$ cat config.mk
export PLATFORM = sky130hd
export DESIGN_NAME = pdp8_panel_ctrl_flat
export DESIGN_NICKNAME = d
export VERILOG_FILES = /design/src/rtl/pdp8_panel_ctrl_if.sv /design/src/rtl/pdp8_panel_ctrl.sv /design/src/flat_wrapper.sv
export SDC_FILE = /design/constraint.sdc
export NUM_CORES = 1
export LEC_CHECK = 0
export ABC_AREA = 1
export CORE_ASPECT_RATIO = 1.5
export CORE_MARGIN = 8
export CORE_UTILIZATION = 55
export CTS_BUF_LIST = sky130_fd_sc_hd__clkbuf_2
export CTS_CLUSTER_DIAMETER = 40
export DETAILED_ROUTE_END_ITERATION = 10
export PLACE_DENSITY = 0.72
export SYNTH_ARGS = -nofsm -noshare
export SYNTH_HDL_FRONTEND = slang
export SYNTH_SLANG_ARGS = --single-unit
export TNS_END_PERCENT = 20
$ cat constraint.sdc
create_clock -name clk -period 3.4 [get_ports clk]
set_clock_uncertainty 0.1 [all_clocks]
set_input_delay 0.51 -clock clk [delete_from_list [all_inputs] [get_ports clk]]
set_output_delay 0.51 -clock clk [all_outputs]
set_load 0.01 [all_outputs]
$ cat src/rtl/pdp8_panel_ctrl_if.sv
// Front-panel bundle between the board buttons, the core run state and the core control strobes.
interface pdp8_panel_ctrl_if;
    logic nBUT1;
    logic nBUT2;
    logic cpu_running;
    logic sw_RESET;
    logic sw_CLEAR;
    logic sw_RUN;
    logic sw_HALT;
    logic busy;

    modport master (
        output nBUT1, nBUT2, cpu_running,
        input  sw_RESET, sw_CLEAR, sw_RUN, sw_HALT, busy
    );

    modport slave (
        input  nBUT1, nBUT2, cpu_running,
        output sw_RESET, sw_CLEAR, sw_RUN, sw_HALT, busy
    );
endinterface

$ cat src/rtl/pdp8_panel_ctrl.sv
// PDP8 front-panel sequencer: button conditioning, power-on reset/clear,
// RUN/HALT toggling and short/long CLEAR/RESET handling.
module pdp8_panel_ctrl #(
    parameter int unsigned DEBOUNCE   = 250000,
    parameter int unsigned LONGPRESS  = 25000000,
    parameter int unsigned POR_CYCLES = 16,
    parameter int unsigned AUTORUN    = 0,
    parameter int unsigned CNTW       = 25
) (
    input  logic              clk,
    input  logic              reset,
    pdp8_panel_ctrl_if.slave  pif
);

    typedef enum logic [2:0] {
        S_POR, S_CLR, S_RUNP, S_IDLE, S_HOLD, S_RST, S_WREL
    } state_t;

    localparam logic [CNTW-1:0] DEB_LAST  = CNTW'(DEBOUNCE - 1);
    localparam logic [CNTW-1:0] HOLD_LAST = CNTW'(LONGPRESS - 1);
    localparam logic [CNTW-1:0] POR_LAST  = CNTW'(POR_CYCLES - 1);

    function automatic logic [CNTW-1:0] sat_inc(input logic [CNTW-1:0] x);
        return (&x) ? x : x + CNTW'(1);
    endfunction

    // Bit 0 = BUT1, bit 1 = BUT2; all active high after inversion.
    logic [1:0]           sync1_q, sync2_q, deb_q, deb_d, deb_prev_q;
    logic [1:0][CNTW-1:0] dcnt_q, dcnt_d;
    logic [1:0]           press;

    state_t               state_q, state_d;
    logic [CNTW-1:0]      cnt_q, cnt_d;
    logic                 long_q, long_d;
    logic                 sw_reset_q, sw_reset_d;
    logic                 sw_clear_q, sw_clear_d;
    logic                 sw_run_q, sw_run_d;
    logic                 sw_halt_q, sw_halt_d;
    logic                 busy_q, busy_d;

    assign press = deb_q & ~deb_prev_q;

    // Debounce: accept a new level only after DEBOUNCE consecutive differing samples.
    always_comb begin
        for (int i = 0; i < 2; i++) begin
            deb_d[i]  = deb_q[i];
            dcnt_d[i] = '0;
            if (sync2_q[i] != deb_q[i]) begin
                if (dcnt_q[i] >= DEB_LAST) begin
                    deb_d[i] = sync2_q[i];
                end else begin
                    dcnt_d[i] = sat_inc(dcnt_q[i]);
                end
            end
        end
    end

    // Sequencer next state; outputs are decoded from the next state and registered.
    always_comb begin
        state_d    = state_q;
        cnt_d      = cnt_q;
        long_d     = long_q;
        sw_clear_d = 1'b0;
        sw_run_d   = 1'b0;
        sw_halt_d  = 1'b0;
        unique case (state_q)
            S_POR, S_RST: begin
                if (cnt_q >= POR_LAST) begin
                    state_d = S_CLR;
                    cnt_d   = '0;
                end else begin
                    cnt_d = sat_inc(cnt_q);
                end
            end
            S_CLR: begin
                long_d = 1'b0;
                if (long_q) begin
                    state_d = S_WREL;
                end else if (AUTORUN != 0) begin
                    state_d = S_RUNP;
                end else begin
                    state_d = S_IDLE;
                end
            end
            S_RUNP: state_d = S_IDLE;
            S_IDLE: begin
                if (press[1]) begin
                    state_d = S_HOLD;
                    cnt_d   = '0;
                end else if (press[0]) begin
                    sw_halt_d = pif.cpu_running;
                    sw_run_d  = ~pif.cpu_running;
                end
            end
            S_HOLD: begin
                if (!deb_q[1]) begin
                    state_d    = S_IDLE;
                    sw_clear_d = ~pif.cpu_running;
                end else if (cnt_q >= HOLD_LAST) begin
                    state_d = S_RST;
                    cnt_d   = '0;
                    long_d  = 1'b1;
                end else begin
                    cnt_d = sat_inc(cnt_q);
                end
            end
            S_WREL: begin
                if (!deb_q[1]) state_d = S_IDLE;
            end
            default: state_d = S_POR;
        endcase
        if (state_d == S_CLR)  sw_clear_d = 1'b1;
        if (state_d == S_RUNP) sw_run_d   = 1'b1;
        sw_reset_d = (state_d == S_POR) || (state_d == S_RST);
        busy_d     = (state_d != S_IDLE);
    end

    always_ff @(posedge clk) begin
        if (reset) begin
            sync1_q    <= '0;
            sync2_q    <= '0;
            deb_q      <= '0;
            deb_prev_q <= '0;
            dcnt_q     <= '0;
            state_q    <= S_POR;
            cnt_q      <= '0;
            long_q     <= 1'b0;
            sw_reset_q <= 1'b1;
            sw_clear_q <= 1'b0;
            sw_run_q   <= 1'b0;
            sw_halt_q  <= 1'b0;
            busy_q     <= 1'b1;
        end else begin
            sync1_q    <= {~pif.nBUT2, ~pif.nBUT1};
            sync2_q    <= sync1_q;
            deb_q      <= deb_d;
            deb_prev_q <= deb_q;
            dcnt_q     <= dcnt_d;
            state_q    <= state_d;
            cnt_q      <= cnt_d;
            long_q     <= long_d;
            sw_reset_q <= sw_reset_d;
            sw_clear_q <= sw_clear_d;
            sw_run_q   <= sw_run_d;
            sw_halt_q  <= sw_halt_d;
            busy_q     <= busy_d;
        end
    end

    assign pif.sw_RESET = sw_reset_q;
    assign pif.sw_CLEAR = sw_clear_q;
    assign pif.sw_RUN   = sw_run_q;
    assign pif.sw_HALT  = sw_halt_q;
    assign pif.busy     = busy_q;

endmodule
$ cat src/flat_wrapper.sv
// flat-port wrapper written by rule: the top's interface ports become plain ports
module pdp8_panel_ctrl_flat 
#(
    parameter int unsigned DEBOUNCE   = 250000,
    parameter int unsigned LONGPRESS  = 25000000,
    parameter int unsigned POR_CYCLES = 16,
    parameter int unsigned AUTORUN    = 0,
    parameter int unsigned CNTW       = 25
)
  (clk, reset, pif_nBUT1, pif_nBUT2, pif_cpu_running, pif_sw_RESET, pif_sw_CLEAR, pif_sw_RUN, pif_sw_HALT, pif_busy);
  pdp8_panel_ctrl_if pif_i ();
  input  logic clk;
  input  logic reset;
  input wire logic [$bits(pif_i.nBUT1)-1:0] pif_nBUT1;
  input wire logic [$bits(pif_i.nBUT2)-1:0] pif_nBUT2;
  input wire logic [$bits(pif_i.cpu_running)-1:0] pif_cpu_running;
  output wire logic [$bits(pif_i.sw_RESET)-1:0] pif_sw_RESET;
  output wire logic [$bits(pif_i.sw_CLEAR)-1:0] pif_sw_CLEAR;
  output wire logic [$bits(pif_i.sw_RUN)-1:0] pif_sw_RUN;
  output wire logic [$bits(pif_i.sw_HALT)-1:0] pif_sw_HALT;
  output wire logic [$bits(pif_i.busy)-1:0] pif_busy;
  assign pif_i.nBUT1 = pif_nBUT1;
  assign pif_i.nBUT2 = pif_nBUT2;
  assign pif_i.cpu_running = pif_cpu_running;
  assign pif_sw_RESET = pif_i.sw_RESET;
  assign pif_sw_CLEAR = pif_i.sw_CLEAR;
  assign pif_sw_RUN = pif_i.sw_RUN;
  assign pif_sw_HALT = pif_i.sw_HALT;
  assign pif_busy = pif_i.busy;
  pdp8_panel_ctrl #(.DEBOUNCE(DEBOUNCE), .LONGPRESS(LONGPRESS), .POR_CYCLES(POR_CYCLES), .AUTORUN(AUTORUN), .CNTW(CNTW)) u_core (.clk(clk), .reset(reset), .pif(pif_i));
endmodule
==> impl_metrics.toml, run 1 <==
[pwr]
p_int_w = 0.001496
combinationalPowerShare_pct = 15.9
p_seq_share_pct = 53.4
total_power_w = 0.002176
power_density_nw_per_um2 = 417.5
clkPwrFrac_pct = 30.7
p_switching_w = 0.0006807
p_leak_nw = 2.051
peakVddDrop_mv = 0.2555
sw_frac_of_total_pct = 31.28

[clock_network]
clock_latency_ns = 0.58
post_cts_resized = 0
cts.clk_slew.worst_paths_ns = 0.27
cts_buffer_depth = 2
cts_root_buffer = "clkbuf_2"
cts_setup_buffers = 0
cts_buffers = 9
htreeDepth = 3
numClockSinks = 92
cts_tree = "built"
cts_hold_repair.buffers = 0

[yosys]
yosys_most_used_dff = "dfxtp_1"
postSynthCellCount = 699
ys_ff_latch = 92
seq_area_frac_synth_pct = 37.89
ys_async_sr_fraction_pct = 0
synth_area_um2 = 4861
syn-mean-instance-area_um2 = 6.954
ys_types = 45
synth-edff-count = 0
synth-warning-count = 0

[final_layout]
layout_common_cells = "nand2_1, nor2_1, dfxtp_1, inv_1, nand3_1"
num-fill-cells = 864
final_cells = 838
layout-drive-gt1-share_pct = 9.216
syn2layout_area_growth_pct = 7.233
nets = 730
final_common_cell = "nand2_1"

[sta]
fin_crit_sh_pct = 63.72
tns_ns = 0
slew_headroom_pct = 66.83
min_period_ns = 2.166
hold_viol_final = 0
fmax_mhz = 461.6
setup_viol = 0
rsz0062_at_grt = "false"
maxSlewViolCount = 0
worstMarginPinSlew_ns = 0.4937
setup_slack_ns = 1.234
hold_slack_ns = 0.3042

[floorplan]
start_util_pct = 55.72
io_pins = 10
die-area_um2 = 12160
die_w_um = 92.76
core_um2 = 8723
row_count = 42
die_height_um = 131.1

[routing]
ant_nets = 0
firstDrtPassIters = 4
vias = 4397
drtIter0Drc = 170
wl_per_cell_um = 12.54
finalWirelength_um = 10510
viasPerCell = 5.247
drc_errors = 0

[worst_setup_path]
end_kind = "flop"
slowest_delay_ns = 0.43
crit_arrival_ns = 2.58
required_ns = 3.82
cp_max_fo = 18
crit_path_start_kind = "flop"
cpMaxStageDelayCell = "dfxtp_1"
worstSetupPathType = "reg -> reg"
path_cells = "ha_1, nand2_1, nor2_1, nand4_1, nor3_1, nand4_1, nand4_2, nor2_1, nand2_1, inv_1"

[global_route]
grt_pass1_wl_um = 18160
grt_max_degree = 23
grt_pass1_vias = 4258
gr-total-overflow = 0
antenna_found_initial = 1
grt_use_total_pct = 17.96

[placed_design]
dp_cells = 821
portBuffers = 9
gp_congestion = 0.9240
pre_cts_ws_ns = 0.7564
dpl.hpwl_um = 8048

[outcome]
status = "complete, no violations"

[min_path]
hold_path_class = "in -> reg"

[flow_run]
drv_cap = 0
## layout make-up
cell class | instances | area [um^2] | share of cell area, %
Clock buffer | 9 | 45.04 | 0.8641
Sequential cell | 92 | 1842 | 35.33
Clock inverter | 7 | 106.4 | 2.040
Tap cell | 110 | 137.6 | 2.640
Antenna cell | 1 | 2.502 | 0.04801
Multi-Input combinational cell | 528 | 2681 | 51.44
Inverter | 82 | 307.8 | 5.905
Timing Repair Buffer | 9 | 90.09 | 1.728
## worst paths after layout
check | from | to | slack, ns | cells after the start
worst max-delay path | u_core.dcnt_q[0] | u_core.dcnt_q[15] | 1.23 | 10
worst min-delay path | pif_nBUT1 | u_core.sync1_q[0] | 0.30 | 2
worst max register to register | u_core.dcnt_q[0] | u_core.dcnt_q[15] | 1.23 | 10
worst min register to register | u_core.sync1_q[1] | u_core.sync2_q[1] | 0.34 | 2
## cells in the mapped netlist, types with 3 or more instances
cell,number,area [um^2]
nand2_1,149,559.3
nor2_1,141,529.3
dfxtp_1,92,1842
inv_1,69,259.0
nand3_1,46,230.2
nand4_1,25,156.4
xor2_1,25,219.0
a21oi_1,23,115.1
nor3_1,17,85.08
o21ai_0,16,80.08
inv_2,11,41.29
nor2_2,9,56.30
nor4_1,7,43.79
nand2_2,6,37.54
a31oi_1,5,31.28
xnor2_1,5,43.79
buf_6,4,45.04
buf_2,3,15.01
ha_1,3,37.54
nand3_4,3,52.55
nor2_4,3,33.78
o211ai_1,3,22.52
o21ai_1,3,15.01
## routing by layer
metal  GRT usage, %  part of all wire, %  vias to the layer above
li1               -                    -                     2281
met1          18.77                   40                     1996
met2          32.41                   53                       95
met3          1.938                  3.2                       25
met4          12.06                  3.9                        0
met5              0                    0                        -
## power groups by stage
stage / logic [W] / clock network [W] / registers [W]
CTS: 0.000342 / 0.000684 / 0.00116
finish: 0.000346 / 0.000668 / 0.00116
detailed placement: 0.000342 / 0 / 0.00118
floorplan: 0.000270 / 0 / 0.00118
global placement: 0.000329 / 0 / 0.00118
global route: 0.000383 / 0.000728 / 0.00117
## cells by family after synthesis
family | count (synthesis) | synth area share, %
AOI/OAI and AO/OA | 54 | 6.152
xor gates and xnor gates | 30 | 5.405
adders and majority gates | 3 | 0.7723
buffers and inverters | 92 | 7.953
DFF | 92 | 37.89
other | 1 | 0.07715
and+or+nand+nor | 427 | 41.75
## worst max-delay path, delay by kind of cell (launching register included)
family | cells | cell delay [ns]
flops | 1 | 0.43
buf+inv | 1 | 0.03
fa+ha+maj | 1 | 0.21
simple gates | 8 | 1.33
## registers in the layout, summed over array words and instances, names as in the netlist
name,count
u_core.deb_q,2
u_core.pif.sw_CLEAR,1
u_core.pif.sw_RESET,1
u_core.state_q,3
u_core.dcnt_q,50
u_core.sync1_q,2
u_core.long_q,1
u_core.pif.sw_HALT,1
u_core.cnt_q,25
u_core.pif.sw_RUN,1
u_core.deb_prev_q,2
u_core.pif.busy,1
u_core.sync2_q,2
## through the flow
stage | utilization (%) | area [um^2]
final | 59.75 | 5213
after global routing | 59.75 | 5213
after CTS | 59.72 | 5210
after detailed placement | 57.99 | 5059
after global placement | 57.99 | 5059
after floorplan | - | 4910
Note: power is estimated with default switching activity, not from simulation.
==> run 2, diff against run 1 <==
PLACE_DENSITY = 0.75   (was 0.72)
clock period = 1.8 ns   (was 3.4 ns; I/O delays follow)
==> run 2 against run 1 <==
Net effect: the flow now finishes with violations (negative setup slack); sequential power rose by 91%; die area is the same; sequential share of layout area is 4.7 points lower; flip-flop and latch count unchanged; non-clock buffer count rose by 83; clock-buffer cell count up 1; setup slack worse by 1.4 ns.
==> impl_metrics.toml, run 2 (synthesis gave the netlist of run 1 again) <==
[worst_setup_path]
reg2reg_depth = 10
cp_max_fo = 8
required_ns = 2.22
reg2reg_to = "u_core.cnt_q[17]"
crit_path_start_kind = "flop"
worstSetupPathType = "reg -> reg"
cpMaxStageDelayCell = "dfxtp_4"
rr_startpoint = "u_core.state_q[1]"
slowest_delay_ns = 0.43
startpoint = "u_core.state_q[1]"
end_kind = "flop"
ff2ff_setup_slack_ns = -0.20
crit_arrival_ns = 2.41
path_cells = "inv_1, nand2_2, o21ai_1, nor2_2, nor2_8, nand2_4, inv_4, nand3_1, o21ai_0, nor2_1"

[routing]
drc_errors = 0
finalWirelength_um = 13610
viasPerCell = 5.562
ant_nets = 0
wl_per_cell_um = 14.72
firstDrtPassIters = 6
drtIter0Drc = 326
vias = 5139

[placed_design]
portBuffers = 9
gp_congestion = 0.9432
pre_cts_ws_ns = -0.09157
dpl.hpwl_um = 9005

[clock_network]
cts.clk_slew.worst_paths_ns = 0.27
cts_tree = "built"
cts_root_buffer = "clkbuf_2"
clock_latency_ns = 0.58
cts_buffer_depth = 2
numClockSinks = 92
cts_buffers = 9
htreeDepth = 3

[final_layout]
layout_common_cells = "nand2_1, nor2_1, buf_4, inv_1, dfxtp_1"
layout-drive-gt1-share_pct = 30.75
syn2layout_area_growth_pct = 30.09
top_register = "u_core.dcnt_q"
largest_reg_flops = 50
nets = 816
regArea_um2 = 1937
multi_input_area_um2 = 3020
top_regs = "u_core.dcnt_q x50, u_core.cnt_q x25, u_core.state_q x3"
num-fill-cells = 670
final_common_cell = "nand2_1"

[min_path]
worstHoldStart = "pif_nBUT1"
hold_end = "u_core.sync1_q[0]"
whs_path_depth = 2
hold_path_class = "in -> reg"

[sta]
rsz0062_at_grt = "true"
tns_ns = -3.243
fmax_mhz = 501.1
min_period_ns = 1.996
hold_viol_final = 0
hold_slack_ns = 0.06642
maxSlewViolCount = 0
setup_slack_ns = -0.1958
setup_viol = 26
fin_crit_sh_pct = 110.9

[global_route]
gr-total-overflow = 0
grt_pass1_wl_um = 20940
grt_use_total_pct = 20.62
grt_pass1_vias = 4895
antenna_found_initial = 1
grt_max_degree = 18

[outcome]
status = "complete, but fails checks"
violations = "negative setup slack"

[pwr]
p_leak_nw = 2.635
peakVddDrop_mv = 0.7100
power_density_nw_per_um2 = 689.5

[flow_run]
drv_cap = 0

[floorplan]
die_height_um = 131.1
die-area_um2 = 12160
row_count = 42
start_util_pct = 55.72
io_pins = 10
die_w_um = 92.76
core_um2 = 8723
==> run 2: cell count changes in the layout (fill, tap and decap cells not counted), moves of 8 or more <==
cell | previous run | this run
nor2_2 | 9 | 17
dfxtp_2 | 0 | 31
dfxtp_1 | 92 | 46
buf_4 | 0 | 75
dfxtp_4 | 0 | 15
nor2_1 | 141 | 126
nand2_2 | 6 | 15
nand2_1 | 149 | 137
==> run 2: where the power goes <==
| part | internal (W) | switching, W |
|---|---|---|
| clock | 0.000477 | 0.000744 |
| sequential | 0.00213 | 0.0000821 |
| combinational | 0.000370 | 0.000560 |
==> run 2: through the flow <==
step	cell area (um^2)	total power [W]	std cells	utilization (%)
after floorplan	4910	0.002742	712	-
after global placement	5557	0.002931	884	63.70
after detailed placement	5557	0.002965	884	63.70
after CTS	5858	0.004213	907	67.15
after global routing	6324	0.004557	924	72.49
final	6324	0.004360	924	72.49
==> run 2: final cells by class <==
cell class,count,share of cell area [%]
diodes,1,0.03957
clock buffers,10,0.7915
clock inverters,6,1.484
inverters,82,4.986
multi-input cells,531,47.76
flip-flops and latches,92,30.63
well taps,110,2.176
repair buffers,92,12.13
==> run 2: critical path: cells and delay by family (launching register included) <==
family                 cells  cell delay, ns
buffers and inverters      2            0.20
flip-flops                 1            0.43
AO/OA/AOI/OAI              2            0.48
AND/OR/NAND/NOR            6            0.71
==> run 2: repair_timing <==
| action | in CTS | in global routing |
|---|---|---|
| gates cloned | 3 | 0 |
| gates resized for setup | 41 | 113 |
| pin swaps | 12 | 30 |
| hold endpoints to repair | 0 | 0 |
| hold buffers | 0 | 0 |
| buffers inserted | 4 | 16 |
| endpoints found under the setup margin | 65 | 70 |
==> run 2: layer usage <==
metal  part of all wire (%)  global-route usage (%)  up-vias
met5                      0                       0        -
met4                    6.2                   14.31        0
met3                    4.1                   3.193       83
met2                     54                   38.35      191
met1                     36                   19.77     2403
li1                       -                       -     2462
==> run 2: how the worst max path moves through the flow <==
stage                             endpoint
after global placement    u_core.cnt_q[15]
after global routing      u_core.cnt_q[17]
after CTS                     pif_sw_CLEAR
final                     u_core.cnt_q[17]
after detailed placement  u_core.cnt_q[20]
after floorplan            u_core.cnt_q[5]
==> run 3, diff against run 2 <==
==> constraint.sdc (replaced) <==
create_clock -name clk -period 1.8 [get_ports clk]
set_clock_uncertainty 0.1 [all_clocks]
set_input_delay 0.18 -clock clk [delete_from_list [all_inputs] [get_ports clk]]
set_output_delay 0.18 -clock clk [all_outputs]
set_load 0.01 [all_outputs]
==> run 3 against run 2 <==
Net effect: the run still ends with negative setup slack left; cell count grew 0.32%; highest routed layer unchanged; worst hold slack improved by 0.14 ns; clock-buffer cell count down 1; sequential power is essentially flat; routed wire length decreased by 6.6%; register-to-register slack improved by 0.08 ns; non-clock buffer count increased by 2; flip-flop and latch count stayed put; total power decreased by 9.4%; critical path depth did not move.
==> impl_metrics.toml, run 3 (synthesis gave the netlist of run 1 again) <==
[placed_design]
dpl.hpwl_um = 8917
gp_congestion = 0.9559
portBuffers = 9
dp_cells = 884
placed_area_um2 = 5557

[clock_network]
cts_buffer_depth = 2
cts_root_buffer = "clkbuf_2"
numClockSinks = 92
cts.clk_slew.worst_paths_ns = 0.25
htreeDepth = 3
cts_tree = "built"
cts_buffers = 9
clock_latency_ns = 0.58

[pwr]
p_int_w = 0.002645
power_density_nw_per_um2 = 629.8
clkPwrFrac_pct = 22.2
peakVddDrop_mv = 0.4971
p_seq_share_pct = 55.7
total_power_w = 0.003952
p_switching_w = 0.001307
combinationalPowerShare_pct = 22.1
sw_frac_of_total_pct = 33.08
p_leak_nw = 2.648

[sta]
min_period_ns = 1.916
fin_crit_sh_pct = 106.4
fmax_mhz = 522.1
tns_ns = -2.065
setup_slack_ns = -0.1155
hold_viol_final = 0
maxSlewViolCount = 0
rsz0062_at_grt = "true"
setup_viol = 30

[final_layout]
top_register = "u_core.dcnt_q"
layout_common_cells = "nand2_1, nor2_1, buf_4, inv_1, dfxtp_1"
num-fill-cells = 672
syn2layout_area_growth_pct = 29.11
layout-drive-gt1-share_pct = 28.22
final_cells = 927
nets = 818
fin_area_um2 = 6276
largest_reg_flops = 50
top_regs = "u_core.dcnt_q x50, u_core.cnt_q x25, u_core.state_q x3"
final_common_cell = "nand2_1"

[routing]
viasPerCell = 5.352
drtIter0Drc = 190
finalWirelength_um = 12710
ant_nets = 0
firstDrtPassIters = 4
drc_errors = 0
wl_per_cell_um = 13.71
vias = 4961

[global_route]
grt_pass1_vias = 4929
grt_use_total_pct = 20.56
grt_max_degree = 18
grt_pass1_wl_um = 20720
antenna_found_initial = 2
gr-total-overflow = 0

[worst_setup_path]
required_ns = 2.20
path_cells = "ha_4, nand3_4, buf_4, nand3_1, nor2_2, nand3_1, a21oi_1, nand2_2, nand3_1, nand3_1"
end_kind = "flop"
crit_path_start_kind = "flop"
cpMaxStageDelayCell = "dfxtp_2"
cp_max_fo = 3
crit_arrival_ns = 2.31
worstSetupPathType = "reg -> reg"
slowest_delay_ns = 0.40
worst_path_most_repeated_cell = "nand3_1"

[floorplan]
die-area_um2 = 12160
die_height_um = 131.1
io_pins = 10
die_w_um = 92.76
core_um2 = 8723
start_util_pct = 55.72
row_count = 42

[flow_run]
drv_cap = 0

[outcome]
status = "complete, but fails checks"
violations = "negative setup slack"

[min_path]
hold_path_class = "in -> reg"
==> run 3: cell count changes in the layout (fill, tap and decap cells not counted), sizes merged, moves of 2 or more <==
| cell | before | now |
|---|---|---|
| bufinv | 2 | 0 |
| clkinv | 3 | 6 |
| dlygate4sd2 | 4 | 1 |
| dlygate4sd3 | 0 | 3 |
| dlymetal6s2s | 1 | 4 |
==> run 3: repair_timing <==
| action | CTS | global route |
|---|---|---|
| pin swaps | 16 | 31 |
| setup buffers | 13 | 6 |
| hold buffers | 2 | 1 |
| endpoints found under the hold margin | 2 | 1 |
| resized for setup | 45 | 82 |
| endpoints found under the setup margin | 65 | 72 |
| gates cloned | 3 | 0 |
==> run 3: stage by stage <==
stage / utilization, % / hold WS, ns / setup slack [ns]
2_1_floorplan: - / 0.1467 / 0.03297
3_3_place_gp: 63.70 / 0.2998 / -0.03908
3_5_place_dp: 63.70 / 0.2971 / -0.1137
4_1_cts: 68.10 / 0.01766 / -0.05231
5_1_grt: 71.94 / 0.1672 / -0.2336
6_report: 71.94 / 0.2104 / -0.1155
==> run 3: area by class of cell <==
class | instances | area (um^2) | area share (%)
antenna | 2 | 5.005 | 0.07974
clock buffer | 9 | 45.04 | 0.7177
clock inverter | 7 | 42.54 | 0.6778
inverter | 82 | 310.3 | 4.944
multi-input combinational | 531 | 3032 | 48.31
sequential | 92 | 1892 | 30.14
tap | 110 | 137.6 | 2.193
timing repair buffer | 94 | 812.0 | 12.94
==> run 3: layer usage <==
metal  part of all wire (%)  track usage (%)  up-vias  routed length [um]
li1                       -                -     2464                   -
met1                     36            18.74     2287                4630
met3                    3.5            3.877       59                 450
met2                     54            38.71      151                6919
met5                      0                0        -                   0
met4                    5.6            14.67        0                 711
==> run 3: power groups by stage <==
stage	Clock, W	Combinational, W	Sequential, W
floorplan	0	0.000509	0.00223
global placement	0	0.000706	0.00222
detailed placement	0	0.000737	0.00223
CTS	0.000909	0.000809	0.00220
global route	0.00101	0.000943	0.00221
finish	0.000878	0.000875	0.00220
==> run 3: critical path, delay by kind of cell, from the launching register on <==
| family | cells | cell delay (ns) |
|---|---|---|
| flip-flops | 1 | 0.40 |
| adder cells (fa/ha/maj) | 1 | 0.16 |
| AO/OA/AOI/OAI | 1 | 0.29 |
| AND/OR/NAND/NOR | 7 | 0.75 |
| buffers and inverters | 1 | 0.12 |
==> run 3: path summary, 6_finish.rpt <==
check,startpoint,endpoint,slack [ns],cells past startpoint
setup reg to reg,u_core.cnt_q[0],u_core.pif.sw_RESET,-0.12,10
setup / recovery,u_core.cnt_q[0],u_core.pif.sw_RESET,-0.12,10
hold reg to reg,u_core.sync1_q[0],u_core.sync2_q[0],0.33,2
hold / removal,reset,u_core.pif.sw_CLEAR,0.21,3
